<file path="src/rtl/fft16_frame_ctrl.sv">
// Frame sequencer around a 16-point FFT pipeline: serial load into a parallel input bank,
// wait out the pipeline latency, capture the results and stream them out with valid/ready.
`timescale 1ns/1ps
module fft16_frame_ctrl #(
    parameter int unsigned DATA_W     = 16,
    parameter int unsigned FFT_LAT    = 4,
    parameter int unsigned BITREV_OUT = 1
) (
    input  logic                 clk,
    input  logic                 rst,
    input  logic                 i_flush,
    input  logic                 i_in_valid,
    output logic                 o_in_ready,
    input  logic [DATA_W-1:0]    i_in_real,
    input  logic [DATA_W-1:0]    i_in_imag,
    output logic [16*DATA_W-1:0] o_fft_real_in,
    output logic [16*DATA_W-1:0] o_fft_imag_in,
    input  logic [16*DATA_W-1:0] i_fft_real_out,
    input  logic [16*DATA_W-1:0] i_fft_imag_out,
    output logic                 o_out_valid,
    input  logic                 i_out_ready,
    output logic [DATA_W-1:0]    o_out_real,
    output logic [DATA_W-1:0]    o_out_imag,
    output logic [3:0]           o_out_index,
    output logic                 o_out_last,
    output logic                 o_busy,
    output logic [15:0]          o_frame_cnt
);

    localparam int unsigned WAIT_W = $clog2(FFT_LAT + 2);

    typedef enum logic [1:0] {StLoad, StWait, StDrain} state_t;

    state_t                  r_state, w_state_next;
    logic [4:0]              r_in_cnt, w_in_cnt_next, w_in_cnt_acc;
    logic [3:0]              r_out_k, w_out_k_next, w_rd_slot;
    logic [WAIT_W-1:0]       r_wait_cnt, w_wait_next;
    logic [15:0]             r_frame_cnt, w_frame_next;
    logic [15:0][DATA_W-1:0] r_in_real, r_in_imag, r_out_real, r_out_imag;
    logic                    w_accept, w_handshake, w_capture;

    assign o_in_ready   = (r_in_cnt < 5'd16) && (r_state != StWait);
    assign w_accept     = i_in_valid && o_in_ready;
    assign o_out_valid  = (r_state == StDrain);
    assign w_handshake  = o_out_valid && i_out_ready;
    assign w_in_cnt_acc = r_in_cnt + {4'd0, w_accept};

    always_comb begin
        w_state_next  = r_state;
        w_in_cnt_next = w_in_cnt_acc;
        w_out_k_next  = r_out_k;
        w_wait_next   = r_wait_cnt;
        w_frame_next  = r_frame_cnt;
        w_capture     = 1'b0;
        unique case (r_state)
            StLoad: begin
                if (w_in_cnt_acc == 5'd16) begin
                    w_state_next = StWait;
                    w_wait_next  = '0;
                end
            end
            StWait: begin
                w_wait_next = r_wait_cnt + WAIT_W'(1);
                if (r_wait_cnt == WAIT_W'(FFT_LAT)) begin
                    w_capture     = 1'b1;
                    w_in_cnt_next = 5'd0;
                    w_out_k_next  = 4'd0;
                    w_wait_next   = '0;
                    w_state_next  = StDrain;
                end
            end
            StDrain: begin
                if (w_handshake) begin
                    w_out_k_next = r_out_k + 4'd1;
                    if (o_out_last) begin
                        w_frame_next = r_frame_cnt + 16'd1;
                        // A frame that filled up during the drain goes straight to the pipeline.
                        if (w_in_cnt_acc == 5'd16) begin
                            w_state_next = StWait;
                            w_wait_next  = '0;
                        end else begin
                            w_state_next = StLoad;
                        end
                    end
                end
            end
            default: w_state_next = StLoad;
        endcase
        if (i_flush) begin
            w_state_next  = StLoad;
            w_in_cnt_next = 5'd0;
            w_out_k_next  = 4'd0;
            w_wait_next   = '0;
            w_frame_next  = r_frame_cnt;
            w_capture     = 1'b0;
        end
    end

    always_ff @(posedge clk or posedge rst) begin
        if (rst) begin
            r_state     <= StLoad;
            r_in_cnt    <= 5'd0;
            r_out_k     <= 4'd0;
            r_wait_cnt  <= '0;
            r_frame_cnt <= 16'd0;
            r_in_real   <= '0;
            r_in_imag   <= '0;
            r_out_real  <= '0;
            r_out_imag  <= '0;
        end else begin
            r_state     <= w_state_next;
            r_in_cnt    <= w_in_cnt_next;
            r_out_k     <= w_out_k_next;
            r_wait_cnt  <= w_wait_next;
            r_frame_cnt <= w_frame_next;
            if (w_accept && !i_flush) begin
                r_in_real[r_in_cnt[3:0]] <= i_in_real;
                r_in_imag[r_in_cnt[3:0]] <= i_in_imag;
            end
            if (w_capture) begin
                r_out_real <= i_fft_real_out;
                r_out_imag <= i_fft_imag_out;
            end
        end
    end

    assign w_rd_slot = (BITREV_OUT != 0) ? {r_out_k[0], r_out_k[1], r_out_k[2], r_out_k[3]}
                                         : r_out_k;

    assign o_fft_real_in = r_in_real;
    assign o_fft_imag_in = r_in_imag;
    assign o_out_real    = r_out_real[w_rd_slot];
    assign o_out_imag    = r_out_imag[w_rd_slot];
    assign o_out_index   = r_out_k;
    assign o_out_last    = o_out_valid && (r_out_k == 4'hF);
    assign o_busy        = (r_state != StLoad) || (r_in_cnt != 5'd0);
    assign o_frame_cnt   = r_frame_cnt;

endmodule

</file>
<file path="config.mk">
export PLATFORM = sky130hd
export DESIGN_NAME = fft16_frame_ctrl
export DESIGN_NICKNAME = d
export VERILOG_FILES = /design/src/rtl/fft16_frame_ctrl.sv
export SDC_FILE = /design/constraint.sdc
export NUM_CORES = 2
export LEC_CHECK = 0
export BUFFER_PORTS_ARGS = -buffer_cell sky130_fd_sc_hd__buf_2
export CORE_AREA = 2 2 433 435
export DETAILED_ROUTE_END_ITERATION = 8
export DIE_AREA = 0 0 435 437
export HOLD_SLACK_MARGIN = 0.08
export PLACE_DENSITY = 0.49
export SYNTH_ARGS = -nofsm -noshare
export SYNTH_HDL_FRONTEND = slang
export SYNTH_SLANG_ARGS = --single-unit
</file>
<file path="constraint.sdc">
create_clock -name clk -period 69.7 [get_ports clk]
set_input_delay 3.485 -clock clk [delete_from_list [all_inputs] [get_ports clk]]
set_output_delay 3.485 -clock clk [all_outputs]
set_load 0.03 [all_outputs]
</file>
==> metrics.md <==
| Metric | Value |
|---|---|
| Die area | `about 0.19 mm2` |
| Avg Cell Area, Syn | `16.3 um2` |
| Post-synthesis cell type count | `48` |
| Layout area overhead | `28.5%` |
| Clock root buffer | `clkbuf_16` |
| Pins Over Slew Limit | `0` |
| Sw frac | `26.7%` |
| Hold WC Path Type | `reg2reg` |
| Port Buffers | `1116` |
| Die H | `437 um` |
| Main flop type after synthesis | `dfrtp_1` |
| Fin crit share | `about 12%` |
| Most common cell after layout, fill and taps aside | `buf_2` |
| Cell-internal power | `1.10 mW` |
| LEAKAGE | `approximately 28 nW` |
| Total of max-cap violations | `0` |
| H-Tree Depth | `3` |
| Number of synthesized flops with an enable pin | `0` |
| Total power | `1.51 mW` |
| Post-Syn Nets | `3207` |
| Dpl hpwl | `110 mm` |
| Fmax | `118 MHz` |
| Global route overflow | `0` |
| Largest net degree at the start of global routing | `roughly 180` |
| Residual DRC count | `0` |
| CP startpoint kind | `input pin` |
| Detailed router's first-iteration violation count | `1255` |
| Critical path's most frequent cell | `buf_4` |
| Cell family with most CP delay | `buffers and inverters` |
| Worst-Skew Late Latency | `0.76 ns` |
| Final setup vio count | `0` |
| Chip width | `around 440 um` |
| Placer congestion estimate | `0.782` |
| Global-route wire length before repair | `217 mm` |
| # fillers | `19000` |
| TritonCTS clock tree | `yes` |
| Switching Power | `0.403 mW` |
| Clock skew | `0.0266 ns` |
| CP arrival | `9.24 ns` |
| Clock Sinks | `between 1000 and 1500` |
| Part of the power in registers | `a little under half` |
| Most frequent cells in the layout | `1116 x buf_2, 1050 x dfrtp_1, 1011 x mux2_2` |
| Min Tclk post-route | `8.46 ns` |
| FF-to-FF Start | `r_wait_cnt[0]$_DFFE_PP0P_` |
| Vias in the first global route | `29200` |
| Synth top area share | `60.9%` |
| Relative slew margins | `26.1%` |
| RSZ-0062 raised after global routing | `false` |
| Site row count | `158` |
| R2r worst-path depth | `8` |
| Antenna violations before repair | `roughly 110` |
| Combinational fraction of design power | `12.4%` |
| Per-cell routed wire length | `approximately 24 um` |
| Core Area | `0.185 mm2` |
| Setup TNS | `0 ns` |
| DR vias/cell | `between 4 and 5` |
| Status | `finished clean` |
| Max clock buf depth | `3` |
| Slowest stage delay, CP | `about 0.9 ns` |
| TritonCTS Buffers | `approximately 120` |
| Clk pwr share | `between 40% and 50%` |
| Fraction of layout cells with a size suffix above 1 | `between 60% and 70%` |
| Worst-margin pin slew | `~1.1 ns` |
| Critical Path Fanout Max | `around 150` |
| VDD IR max | `approximately 0.000018 V` |
| Ranking of synthesized cells by area | `dfrtp_1 61%, mux2_2 26%, mux4_2 6.7%` |
| Synth area leader | `dfrtp_1` |
| Hold_buf cts | `0` |
| Placed Cells | `6099` |
| WS Path Type | `in2async` |
| Hold Fails Final Rpt | `0` |
| Seq/Total Area, Yosys | `60.9%` |
| Critical-path top delay cell | `buf_4` |
| Postcts setup bufs | `0` |
| Flop-to-flop setup slack | `65.52 ns` |
| Power per cell area | `around 27 mW/mm2` |
| Reg2Reg Capture Point | `r_out_imag[67]$_DFFE_PP0P_` |
| Netlist Area Pre-Place | `0.0433 mm2` |
| Seq cells post-synth | `~1100` |
| Required @ worst endpoint | `70.48 ns` |
| Resize count post-CTS | `0` |
| Worst hold path cell count | `1` |
| Aggregate routed wire length | `approximately 150 mm` |
| Starting density of the core | `23.4%` |
| Vias | `27600` |
| Reg clk slew, reported paths | `about 0.060 ns` |
| Routed Antenna Nets | `0` |
| Io pins | `around 1100` |
| Crit path capture type | `async pin` |
| Hold_sp | `o_frame_cnt[15]$_DFFE_PP0P_` |
| GR Util All Layers | `between 10% and 20%` |
| CP Cell Sequence | `buf_2, inv_8, buf_4, buf_4, buf_4, buf_12, buf_4, buf_4` |
| Worst Hold End | `o_frame_cnt[15]$_DFFE_PP0P_` |
| Synth warn | `0` |
| Async SR Flop Fraction | `100%` |
| NumNets Final | `around 4300` |
| Final instance count without filler cells | `~6400` |
| Post-Syn Instances | `2652` |
| TritonRoute pass-1 iters | `4` |
| Critical path buffers and inverters | `8` |
==> power by group through the flow <==
stage / clock network, mW / logic (mW) / registers, mW
finish: 0.639 / 0.187 / 0.680
global route: 0.685 / 0.199 / 0.685
CTS: 0.661 / 0.191 / 0.680
detailed placement: 0 / 0.191 / 0.691
global placement: 0 / 0.189 / 0.689
floorplan: 0 / 0.0626 / 0.740
==> through the flow <==
stage | setup slack, ns | instance area (um2) | util [%] | hold slack (ns)
2_1_floorplan | 36.55 | 43300 | - | 0.475
3_3_place_gp | 60.17 | 51500 | 27.9 | 0.461
3_5_place_dp | 60.17 | 51500 | 27.9 | 0.464
4_1_cts | 61.06 | 55500 | 30.0 | 0.484
5_1_grt | 60.36 | 55600 | 30.0 | 0.486
6_report | 61.24 | 55600 | 30.1 | 0.474
==> metal layers <==
| layer | GRT usage [%] | share of wire (%) | wire length, um | vias up |
|---|---|---|---|---|
| met5 | 0 | 0.48 | 737 | - |
| met4 | 5.28 | 2.9 | 4370 | 120 |
| met3 | 5.53 | 7.4 | 11200 | 322 |
| met2 | 28.2 | 52 | 79300 | 878 |
| met1 | 17.0 | 37 | 56500 | 14300 |
| li1 | - | - | - | 11900 |
==> worst max-delay path by stage <==
stage / start / endpoint / slack [ns] / cells after the start
after floorplan: rst / o_fft_imag_in[0]$_DFFE_PP0P_ / 36.55 / 1
after global placement: rst / r_out_imag[41]$_DFFE_PP0P_ / 60.17 / 8
after detailed placement: rst / r_out_imag[85]$_DFFE_PP0P_ / 60.17 / 8
after CTS: rst / o_fft_real_in[252]$_DFFE_PP0P_ / 61.06 / 8
after global routing: rst / r_out_imag[59]$_DFFE_PP0P_ / 60.36 / 8
final: rst / r_out_imag[74]$_DFFE_PP0P_ / 61.24 / 8
==> registers in the layout (all words and copies together) (netlist names) <==
register / count
r_in_cnt: 5
o_fft_imag_in: 256
r_out_imag: 256
r_state: 2
o_fft_real_in: 256
r_out_real: 256
o_frame_cnt: 16
o_out_index: 4
r_wait_cnt: 3
==> final cells by class <==
class	count	area [um2]	area share, %
antenna	37	92.6	0.166
clock buffer	187	3530	6.36
clock inverter	31	439	0.790
inverter	6	30.0	0.0540
multi-input combinational	1402	16100	28.9
sequential	1054	26400	47.4
tap	2480	3100	5.58
timing repair buffer	1157	5960	10.7
==> synth_stat cells, types with 3 or more instances <==
library cell and count:
dfrtp_1 1054, mux2_2 1011, mux4_2 128, clkbuf_1 73, buf_2 68, o22ai_1 47, nor2_1 35, buf_1 34
nand2_1 23, xnor2_1 15, mux2_1 14, nor2b_1 14, nand3_1 13, a21oi_1 12, mux2i_1 10, a211oi_1 9
buf_6 8, buf_4 7, nand2b_1 7, ha_1 6, inv_1 6, nor3_1 6, o21ai_0 6, nand4_1 5
and4_1 4, xor2_1 4, a31o_2 3, and2_1 3, nand3b_1 3, nor4_1 3
==> cells by family after synthesis <==
| group | count (synthesis) | synth area share [%] |
|---|---|---|
| adder cells (fa/ha/maj) | 6 | 0.173 |
| AND/OR/NAND/NOR | 131 | 1.64 |
| AO/OA/AOI/OAI | 83 | 1.22 |
| XOR/XNOR | 19 | 0.384 |
| multiplexers | 1163 | 33.6 |
| flip-flops | 1054 | 60.9 |
| buffers and inverters | 196 | 2.10 |
==> worst reg2reg max path: stages (launching register included) <==
cell and delay [ns]:
dfrtp_1 0.40, inv_1 0.10, ha_1 0.20, nand2_1 0.13, nor3_2 0.26, buf_12 0.60
buf_4 1.08, buf_4 0.80, mux2_2 0.48
Note: power is estimated with default switching activity, not from simulation.
